$ cat src/rtl/mem_port_arbiter_if.sv
// Bundled request/response buses between the two cache FSMs, the arbiter and main memory.
// slave = arbiter view; master = view of the requesters and memory driving it.
interface mem_port_arbiter_if #(
  parameter int unsigned ADDR_W = 32,
  parameter int unsigned LINE_W = 128
);
  logic [ADDR_W-1:0] r0_req_addr;
  logic [LINE_W-1:0] r0_req_data;
  logic              r0_req_rw;
  logic              r0_req_valid;
  logic [LINE_W-1:0] r0_mem_data;
  logic              r0_mem_ready;

  logic [ADDR_W-1:0] r1_req_addr;
  logic [LINE_W-1:0] r1_req_data;
  logic              r1_req_rw;
  logic              r1_req_valid;
  logic [LINE_W-1:0] r1_mem_data;
  logic              r1_mem_ready;

  logic [ADDR_W-1:0] mem_req_addr;
  logic [LINE_W-1:0] mem_req_data;
  logic              mem_req_rw;
  logic              mem_req_valid;
  logic [LINE_W-1:0] mem_data;
  logic              mem_ready;

  modport slave (
    input  r0_req_addr, r0_req_data, r0_req_rw, r0_req_valid,
    input  r1_req_addr, r1_req_data, r1_req_rw, r1_req_valid,
    input  mem_data, mem_ready,
    output r0_mem_data, r0_mem_ready, r1_mem_data, r1_mem_ready,
    output mem_req_addr, mem_req_data, mem_req_rw, mem_req_valid
  );

  modport master (
    output r0_req_addr, r0_req_data, r0_req_rw, r0_req_valid,
    output r1_req_addr, r1_req_data, r1_req_rw, r1_req_valid,
    output mem_data, mem_ready,
    input  r0_mem_data, r0_mem_ready, r1_mem_data, r1_mem_ready,
    input  mem_req_addr, mem_req_data, mem_req_rw, mem_req_valid
  );
endinterface

$ cat src/rtl/mem_port_arbiter.sv
// Round-robin arbiter sharing one line-wide memory port between I-cache (req 0) and D-cache (req 1).
// Define MEM_ARB_STATS_EN to build saturating grant/wait counters; otherwise they read 0.
module mem_port_arbiter #(
    parameter int unsigned ADDR_W = 32,
    parameter int unsigned LINE_W = 128,
    parameter int unsigned STAT_W = 32
) (
    input  logic              clk,
    input  logic              rst,
    mem_port_arbiter_if.slave bus,
    output logic [STAT_W-1:0] grant_cnt0,
    output logic [STAT_W-1:0] grant_cnt1,
    output logic [STAT_W-1:0] wait_cnt0,
    output logic [STAT_W-1:0] wait_cnt1
);
    localparam logic [0:0] IDLE = 1'b0;
    localparam logic [0:0] BUSY = 1'b1;

    logic [0:0]        state;
    logic              owner;
    logic              last;
    logic              busy;
    logic              own_valid;
    logic              next_owner;
    logic              grant;
    logic              done;
    logic              abort;
    logic [ADDR_W-1:0] sel_addr;
    logic [LINE_W-1:0] sel_data;
    logic              sel_rw;
    logic              sel_valid;

    always_comb begin
        busy       = (state == BUSY);
        own_valid  = owner ? bus.r1_req_valid : bus.r0_req_valid;
        // Contention goes to whoever was not served last; a lone requester always wins.
        next_owner = (bus.r0_req_valid && bus.r1_req_valid) ? ~last : bus.r1_req_valid;
        grant      = !busy && (bus.r0_req_valid || bus.r1_req_valid);
        done       = busy && bus.mem_ready;
        abort      = busy && !bus.mem_ready && !own_valid;
        sel_addr   = '0;
        sel_data   = '0;
        sel_rw     = 1'b0;
        sel_valid  = 1'b0;
        if (busy) begin
            sel_addr  = owner ? bus.r1_req_addr  : bus.r0_req_addr;
            sel_data  = owner ? bus.r1_req_data  : bus.r0_req_data;
            sel_rw    = owner ? bus.r1_req_rw    : bus.r0_req_rw;
            sel_valid = own_valid;
        end
    end

    assign bus.mem_req_addr  = sel_addr;
    assign bus.mem_req_data  = sel_data;
    assign bus.mem_req_rw    = sel_rw;
    assign bus.mem_req_valid = sel_valid;
    assign bus.r0_mem_ready  = done && !owner;
    assign bus.r1_mem_ready  = done && owner;
    assign bus.r0_mem_data   = bus.mem_data;
    assign bus.r1_mem_data   = bus.mem_data;

    always_ff @(posedge clk or posedge rst) begin
        if (rst) begin
            state <= IDLE;
            owner <= 1'b0;
            last  <= 1'b1;
        end else if (grant) begin
            state <= BUSY;
            owner <= next_owner;
        end else if (done) begin
            state <= IDLE;
            last  <= owner;
        end else if (abort) begin
            state <= IDLE;
        end
    end

`ifdef MEM_ARB_STATS_EN
    logic [STAT_W-1:0] g0_q, g1_q, w0_q, w1_q;

    function automatic logic [STAT_W-1:0] sat_inc(input logic [STAT_W-1:0] v);
        return (v == '1) ? v : v + STAT_W'(1);
    endfunction

    always_ff @(posedge clk or posedge rst) begin
        if (rst) begin
            g0_q <= '0;
            g1_q <= '0;
            w0_q <= '0;
            w1_q <= '0;
        end else begin
            if (grant && !next_owner) g0_q <= sat_inc(g0_q);
            if (grant && next_owner)  g1_q <= sat_inc(g1_q);
            if (bus.r0_req_valid && !(busy && !owner)) w0_q <= sat_inc(w0_q);
            if (bus.r1_req_valid && !(busy && owner))  w1_q <= sat_inc(w1_q);
        end
    end

    assign grant_cnt0 = g0_q;
    assign grant_cnt1 = g1_q;
    assign wait_cnt0  = w0_q;
    assign wait_cnt1  = w1_q;
`else
    assign grant_cnt0 = '0;
    assign grant_cnt1 = '0;
    assign wait_cnt0  = '0;
    assign wait_cnt1  = '0;
`endif
endmodule

$ cat src/flat_wrapper.sv
// flat-port wrapper written by rule: the top's interface ports become plain ports
module mem_port_arbiter_flat 
#(
    parameter int unsigned ADDR_W = 32,
    parameter int unsigned LINE_W = 128,
    parameter int unsigned STAT_W = 32
)
  (clk, rst, grant_cnt0, grant_cnt1, wait_cnt0, wait_cnt1, bus_r0_req_addr, bus_r0_req_data, bus_r0_req_rw, bus_r0_req_valid, bus_r1_req_addr, bus_r1_req_data, bus_r1_req_rw, bus_r1_req_valid, bus_mem_data, bus_mem_ready, bus_r0_mem_data, bus_r0_mem_ready, bus_r1_mem_data, bus_r1_mem_ready, bus_mem_req_addr, bus_mem_req_data, bus_mem_req_rw, bus_mem_req_valid);
  mem_port_arbiter_if #(.ADDR_W(ADDR_W), .LINE_W(LINE_W)) bus_i ();
  input  logic clk;
  input  logic rst;
  output logic [STAT_W-1:0] grant_cnt0;
  output logic [STAT_W-1:0] grant_cnt1;
  output logic [STAT_W-1:0] wait_cnt0;
  output logic [STAT_W-1:0] wait_cnt1;
  input wire logic [$bits(bus_i.r0_req_addr)-1:0] bus_r0_req_addr;
  input wire logic [$bits(bus_i.r0_req_data)-1:0] bus_r0_req_data;
  input wire logic [$bits(bus_i.r0_req_rw)-1:0] bus_r0_req_rw;
  input wire logic [$bits(bus_i.r0_req_valid)-1:0] bus_r0_req_valid;
  input wire logic [$bits(bus_i.r1_req_addr)-1:0] bus_r1_req_addr;
  input wire logic [$bits(bus_i.r1_req_data)-1:0] bus_r1_req_data;
  input wire logic [$bits(bus_i.r1_req_rw)-1:0] bus_r1_req_rw;
  input wire logic [$bits(bus_i.r1_req_valid)-1:0] bus_r1_req_valid;
  input wire logic [$bits(bus_i.mem_data)-1:0] bus_mem_data;
  input wire logic [$bits(bus_i.mem_ready)-1:0] bus_mem_ready;
  output wire logic [$bits(bus_i.r0_mem_data)-1:0] bus_r0_mem_data;
  output wire logic [$bits(bus_i.r0_mem_ready)-1:0] bus_r0_mem_ready;
  output wire logic [$bits(bus_i.r1_mem_data)-1:0] bus_r1_mem_data;
  output wire logic [$bits(bus_i.r1_mem_ready)-1:0] bus_r1_mem_ready;
  output wire logic [$bits(bus_i.mem_req_addr)-1:0] bus_mem_req_addr;
  output wire logic [$bits(bus_i.mem_req_data)-1:0] bus_mem_req_data;
  output wire logic [$bits(bus_i.mem_req_rw)-1:0] bus_mem_req_rw;
  output wire logic [$bits(bus_i.mem_req_valid)-1:0] bus_mem_req_valid;
  assign bus_i.r0_req_addr = bus_r0_req_addr;
  assign bus_i.r0_req_data = bus_r0_req_data;
  assign bus_i.r0_req_rw = bus_r0_req_rw;
  assign bus_i.r0_req_valid = bus_r0_req_valid;
  assign bus_i.r1_req_addr = bus_r1_req_addr;
  assign bus_i.r1_req_data = bus_r1_req_data;
  assign bus_i.r1_req_rw = bus_r1_req_rw;
  assign bus_i.r1_req_valid = bus_r1_req_valid;
  assign bus_i.mem_data = bus_mem_data;
  assign bus_i.mem_ready = bus_mem_ready;
  assign bus_r0_mem_data = bus_i.r0_mem_data;
  assign bus_r0_mem_ready = bus_i.r0_mem_ready;
  assign bus_r1_mem_data = bus_i.r1_mem_data;
  assign bus_r1_mem_ready = bus_i.r1_mem_ready;
  assign bus_mem_req_addr = bus_i.mem_req_addr;
  assign bus_mem_req_data = bus_i.mem_req_data;
  assign bus_mem_req_rw = bus_i.mem_req_rw;
  assign bus_mem_req_valid = bus_i.mem_req_valid;
  mem_port_arbiter #(.ADDR_W(ADDR_W), .LINE_W(LINE_W), .STAT_W(STAT_W)) u_core (.clk(clk), .rst(rst), .bus(bus_i), .grant_cnt0(grant_cnt0), .grant_cnt1(grant_cnt1), .wait_cnt0(wait_cnt0), .wait_cnt1(wait_cnt1));
endmodule
$ cat config.mk
export PLATFORM = sky130hd
export DESIGN_NAME = mem_port_arbiter_flat
export DESIGN_NICKNAME = d
export VERILOG_FILES = /design/src/rtl/mem_port_arbiter_if.sv /design/src/rtl/mem_port_arbiter.sv /design/src/flat_wrapper.sv
export SDC_FILE = /design/constraint.sdc
export NUM_CORES = 1
export LEC_CHECK = 0
export CAP_MARGIN = 40
export CORE_AREA = 2 2 389 391
export CTS_BUF_LIST = sky130_fd_sc_hd__clkbuf_2
export DETAILED_ROUTE_END_ITERATION = 16
export DIE_AREA = 0 0 391 393
export PLACE_DENSITY_LB_ADDON = 0.1
export SYNTH_ARGS = -nofsm -noshare
export SYNTH_HDL_FRONTEND = slang
export SYNTH_SLANG_ARGS = --single-unit
$ cat constraint.sdc
create_clock -name clk -period 1.1 [get_ports clk]
set_input_delay 0.165 -clock clk [delete_from_list [all_inputs] [get_ports clk]]
set_output_delay 0.165 -clock clk [all_outputs]
set_load 0.01 [all_outputs]
; ---- After elaboration in Yosys (flattened, before gate mapping)
; Index checks and enable logic that the tools add are counted.
[totals]
word_cells = 31
ff_bits = 3
[op_classes]
n_reduce_logical = 14
bitwise_logic = 2
n_mux = 12
[op_table]
columns = operator, n
row1 = 128-bit 2-to-1 mux, 2
row2 = 32-bit 2-to-1 mux, 2
row3 = 1-bit 2-to-1 mux, 8
row4 = 1-bit logical AND, 7
row5 = 1-bit logical NOT, 4
row6 = 3-bit nonzero test, 1
row7 = 1-bit inverter, 2
row8 = 2-bit AND reduction, 1
row9 = 1-bit logical OR, 1

; ---- Depth between registers and ports, before layout
; Gate-level depths: netlist (run 1).
[logic_depth]
ltp_word = 6
ltp_mapped = 5

; ---- Worst setup path after synthesis (run 1)
; OpenSTA, ideal clock, no wires.
[synth_timing]
path_kind = reg2out
start = register u_core.owner
end = output bus_mem_req_data[100]
arrival_ns = 1.057
slack_ns = -0.122
required_time_ns = 0.935
path_stages_with_launch = 6
path_cell_list = dfrtp_1 > buf_4 > buf_12 > buf_12 > mux2i_1 > nor2_1
[synth_between]
elab_chain_cells = 2
[synth_rtl]
columns = element, line
row1 = "start, declared", mem_port_arbiter.sv:20  ; logic owner;
row2 = "start signal, assigned", mem_port_arbiter.sv:69  ; owner <= next_owner;
row3 = 128-bit 2-to-1 mux, mem_port_arbiter.sv:47  ; sel_data = owner ? bus.r1_req_data : bus.r0_req_data;
row4 = 128-bit 2-to-1 mux, mem_port_arbiter.sv:45  ; if (busy) begin
row5 = "end, declared", flat_wrapper.sv:31  ; output wire logic [$bits(bus_i.mem_req_data)-1:0] bus_mem_req_data;
; No other way between the ends.

; ---- Final worst setup path (run 1)
[layout_timing]
start = register u_core.owner
end = output bus_mem_req_data[99]
; Same word-level chain as after synthesis.

==> flow_summary.ini, run 1 <==
[global_route]
grt_usage_pct = 5.18
grt_pass1_wl_um = 53500
grt_pass1_vias = 5754
antenna_found_initial = 25
grt.overflow.total = 0
grt_max_degree = 38

[die]
start_util_pct = 3.80
rows = 142
die_y_um = 393
die-area_um2 = 154000
fp.coreArea_um2 = 149000
pin_count = 1003
dieWidth_um = 391

[logic_synthesis]
synth_top_cell_by_area = buf_4
synthTopCellsByArea = buf_4, mux2i_1, nor2_1
postSynthAreaPerCell_um2 = 7.47
synthDistinctLibCells = 18
synth_seq_area_share_pct = 1.35
netlist.area_leader.share_pct = 51.1
yosysWarnings = 0
syn_area_um2 = 5670
synth-seq-cells = 3
syn_inst = 759

[timing]
period_minus_slack_ns = 1.87
hold_ws_ns = 0.293
rsz0062_at_grt = true
finalSetupViolCount = 167
fmax_ghz = 0.535
slew_viol_final = 0
setup_tns_ns = -105.79
fin_crit_sh_pct = 170
clock-skew-final_ns = 0.00268
layout_setup_ws_ns = -0.768
hold_violations = 0

[status]
violations = setup timing
outcome = finished, violations left

[drt]
drc = 0
dr.pass1.iters = 4
postRouteAntennaNets = 0
drtIter0Drc = 93
avgViaCountPerCell = 1.85
drt-total-wl_um = 43700
wl_per_cell_um = 14.5
dr_total_vias = 5564

[clock_network]
cts_tree = built
ctsHoldBuffers = 0
htree_levels = 1
clkLatencyLatePin_ns = 0.24
cts-root-buf = clkbuf_2
clk_pin_slew_ns = 0.07
cts_buffers = 3
cts_sinks = 3
clk_path_buf_depth = 2

[worst_setup_path]
critPathArrivalTime_ns = 1.70
cp-end-kind = output port
cp-start-kind = flip-flop
path_max_fanout = 8
crit_type = reg2out
worst_ep_required_time_ns = 0.94

[power]
p_leak_nw = 4.60
p_per_area_nw_per_um2 = 1500
peakVddDrop_uv = 549

[place]
pre_cts_slack_ns = -1.11
port-buffer-count = 490
routabilityCongestion = 0.715
dp_hpwl_um = 37200
place_inst = 2939

[layout]
fin_util_pct = 7.54
fillers = 17612
fin_cells = 3009
layout.nets = 1517
syn2layout_area_growth_pct = 98.6
final_layout_size_suffix_gt1_share_pct = 28.6

[job]
maxCapViolations = 0

[hold_path]
hold_class = in2async
-- stage by stage --
step / area (um^2) / total power, mW
final: 11300 / 16.9
after global routing: 11300 / 18.3
after CTS: 10900 / 16.4
after detailed placement: 10600 / 13.8
after global placement: 10600 / 13.9
after floorplan: 6160 / 8.33
-- cells by family after synthesis --
group | share of synthesized area, %
DFF | 1.35
buffers and inverters | 58.4
muxes | 28.6
other | 0.0661
AOI/OAI and AO/OA | 0.419
and+or+nand+nor | 11.2
-- power by group --
| group | leakage (nW) | internal, mW | switching (mW) |
|---|---|---|---|
| registers | 0.0318 | 0.185 | 0.0798 |
| clock network | 0.0166 | 0.0965 | 0.100 |
| logic | 4.56 | 9.04 | 7.40 |
-- Yosys cell counts --
master and n:
buf_8 2, dfstp_2 1, inv_2 1, buf_4 386
clkbuf_1 9, nor2_1 164, a32o_1 1, dfrtp_1 2
buf_2 8, a21o_1 1, mux2i_1 162, o22ai_1 1
conb_1 1, and3_1 1, nand2_1 2, nand2b_1 1
inv_1 1, buf_12 15
-- placed cells by master (no fill, tap or decap), drive strengths merged --
master,n
a21o,1
a32o,1
and3,1
buf,263
clkbuf,6
clkdlybuf4s50,326
conb,128
dfrtp,2
dfstp,1
diode,4
inv,2
mux2i,162
nand2,2
nand2b,1
nor2,164
o22ai,1
-- metal layers --
metal  wire, um  up-vias  global-route usage (%)  share of wire, %
met4       1290       16                    1.47               2.9
met5        100        -                       0              0.23
met3       5350      141                    2.59                12
met1      14900     2429                    5.15                34
met2      22000      454                    9.43                50
li1           -     2524                       -                 -
-- area by class of cell --
class	count	area (um^2)	area share (%)
Antenna cell	4	10.0	0.0889
Clock buffer	4	20.0	0.178
Inverter	2	20.0	0.178
Multi-Input combinational cell	461	2970	26.4
Sequential cell	3	81.3	0.722
Tap cell	1944	2430	21.6
Timing Repair Buffer	591	5720	50.8
-- flip-flops by register name (all words and copies together) (netlist names) --
| name | flops |
|---|---|
| u_core.last | 1 |
| u_core.owner | 1 |
| u_core.busy | 1 |
-- timing repair --
item                                    4_1_cts  5_1_grt
endpoints found under the setup margin      167      167
gates resized for setup                     713      103
pin swaps                                    12       39
cloned                                        9        1
setup buffers                                37       28
hold endpoints to repair                      0        0
-- worst max-delay path: stages, from the launching register on --
cell and delay, ns:
dfrtp_4 0.52, buf_12 0.17, buf_16 0.15, buf_12 0.13, buf_6 0.10, mux2i_1 0.11
nor2_1 0.10, buf_2 0.14
-- worst paths after layout --
path / slack [ns] / depth (start not counted) / end / startpoint
max in group asynchronous: 0.49 / 2 / u_core.last / rst
worst min register to register: 0.52 / 1 / u_core.last / u_core.last
worst max-delay path: -0.77 / 7 / bus_mem_req_data[99] / u_core.owner
worst min-delay path: 0.29 / 2 / u_core.owner / rst
min in group clk: 0.33 / 0 / bus_r0_mem_data[68] / bus_mem_data[68]
worst max register to register: -0.43 / 7 / u_core.last / u_core.owner
Note: power is estimated with default switching activity, not from simulation.
==> run 2: changes to the inputs <==
- SKIP_LAST_GASP: not set -> 1
==> flow_summary.ini, run 2 (same netlist as run 1, synthesis figures left out) <==
[power]
peakVddDrop_uv = 543
p_per_area_nw_per_um2 = 1480
p_total_mw = 16.5
p_leak_nw = 4.56

[clock_network]
htree_levels = 1
ctsHoldBuffers = 0
clk_path_buf_depth = 2
cts_tree = built
clk_pin_slew_ns = 0.07
cts_buffers = 3
cts_sinks = 3
clkLatencyLatePin_ns = 0.24
cts-root-buf = clkbuf_2

[place]
routabilityCongestion = 0.715
dp_hpwl_um = 37200
port-buffer-count = 490

[global_route]
grt_pass1_wl_um = 53400
grt.overflow.total = 0
antenna_found_initial = 25
grt_pass1_vias = 5741
grt_usage_pct = 5.17
grt_max_degree = 38

[timing]
rsz0062_at_grt = true
clock-skew-final_ns = 0.00268
hold_violations = 0
layout_setup_ws_ns = -0.784
hold_ws_ns = 0.282
slew_viol_final = 0
finalSetupViolCount = 167
fmax_ghz = 0.531
fin_crit_sh_pct = 171
period_minus_slack_ns = 1.88

[worst_setup_path]
r2r_setup_slack_ns = -0.43
worst_ep_required_time_ns = 0.94
cp-start-kind = flip-flop
r2r_start = u_core.owner
r2r_cells = 7
path_max_fanout = 7
cp-end-kind = output port
crit_type = reg2out
critPathArrivalTime_ns = 1.72
crit-reg2reg-capture = u_core.last

[die]
die_y_um = 393
die-area_um2 = 154000
dieWidth_um = 391
fp.coreArea_um2 = 149000
start_util_pct = 3.80
rows = 142
pin_count = 1003

[drt]
drtIter0Drc = 98
dr_total_vias = 5535
postRouteAntennaNets = 0
avgViaCountPerCell = 1.84
drc = 0
dr.pass1.iters = 4
wl_per_cell_um = 14.5
drt-total-wl_um = 43600

[layout]
final_common_cell = clkdlybuf4s50_1
final_cell_mix = clkdlybuf4s50_1, nor2_1, mux2i_1
syn2layout_area_growth_pct = 96.6
layout.nets = 1511
final_layout_size_suffix_gt1_share_pct = 27.8

[status]
violations = setup timing
outcome = finished, violations left

[hold_path]
hold_class = in2async

[job]
maxCapViolations = 0
## run 2: changes by cell type in the layout (fill, tap and decap cells not counted)
cell / change
buf_12: -1
buf_16: +1
buf_2: -3
buf_4: +13
buf_6: -18
buf_8: -1
dlygate4sd2_1: +3
mux2i_2: +1
mux2i_4: -1
nor2_1: +1
nor2_2: -1
## run 2: worst max-delay path by stage
stage,from,end
final,u_core.owner,bus_mem_req_addr[8]
after global routing,u_core.owner,bus_mem_req_data[106]
after CTS,u_core.owner,bus_mem_req_data[96]
after detailed placement,u_core.owner,bus_mem_req_data[96]
after global placement,u_core.owner,bus_mem_req_data[96]
after floorplan,u_core.owner,bus_mem_req_addr[23]
## run 2: timing repair
item | CTS | global route
gates cloned | 9 | 1
pin swaps | 12 | 35
resized for setup | 640 | 144
setup buffers | 37 | 20
endpoints found under the setup margin | 167 | 167
## run 2: final cells by class
| cell class | count | area, um^2 |
|---|---|---|
| sequential | 3 | 81.3 |
| timing repair buffer | 585 | 5620 |
| inverter | 2 | 20.0 |
| fill | 17628 | 138000 |
| antenna | 4 | 10.0 |
| tap | 1944 | 2430 |
| multi-input combinational | 461 | 2960 |
| clock buffer | 4 | 20.0 |
## run 2: critical path, stage by stage, from the launching register on
cell and delay (ns):
dfrtp_4 0.52, buf_12 0.17, buf_16 0.15, buf_4 0.13, mux2i_1 0.13, nor2_1 0.05
buf_4 0.15, buf_4 0.15
## run 2: per-stage QoR
stage          util, %  area (um^2)  setup slack, ns  instances  TNS (ns)
2_1_floorplan        -         6160           -0.114        886    -16.07
3_3_place_gp      7.12        10600            -1.08       2939   -124.66
3_5_place_dp      7.12        10600            -1.11       2939   -124.36
4_1_cts           7.32        10900           -0.890       2987   -126.12
5_1_grt           7.46        11100           -0.905       3000   -127.05
6_report          7.47        11100           -0.784       3003   -106.04
## run 2: routing by layer
metal  track usage (%)  part of all wire, %
met5                 0                 0.23
met4              1.47                  3.0
met3              2.60                   12
met2              9.42                   51
met1              5.12                   34
## run 2: power breakdown
group	leakage, nW	switching [mW]	internal (mW)
clock network	0.0166	0.100	0.0965
logic	4.51	7.32	8.73
registers	0.0318	0.0794	0.185
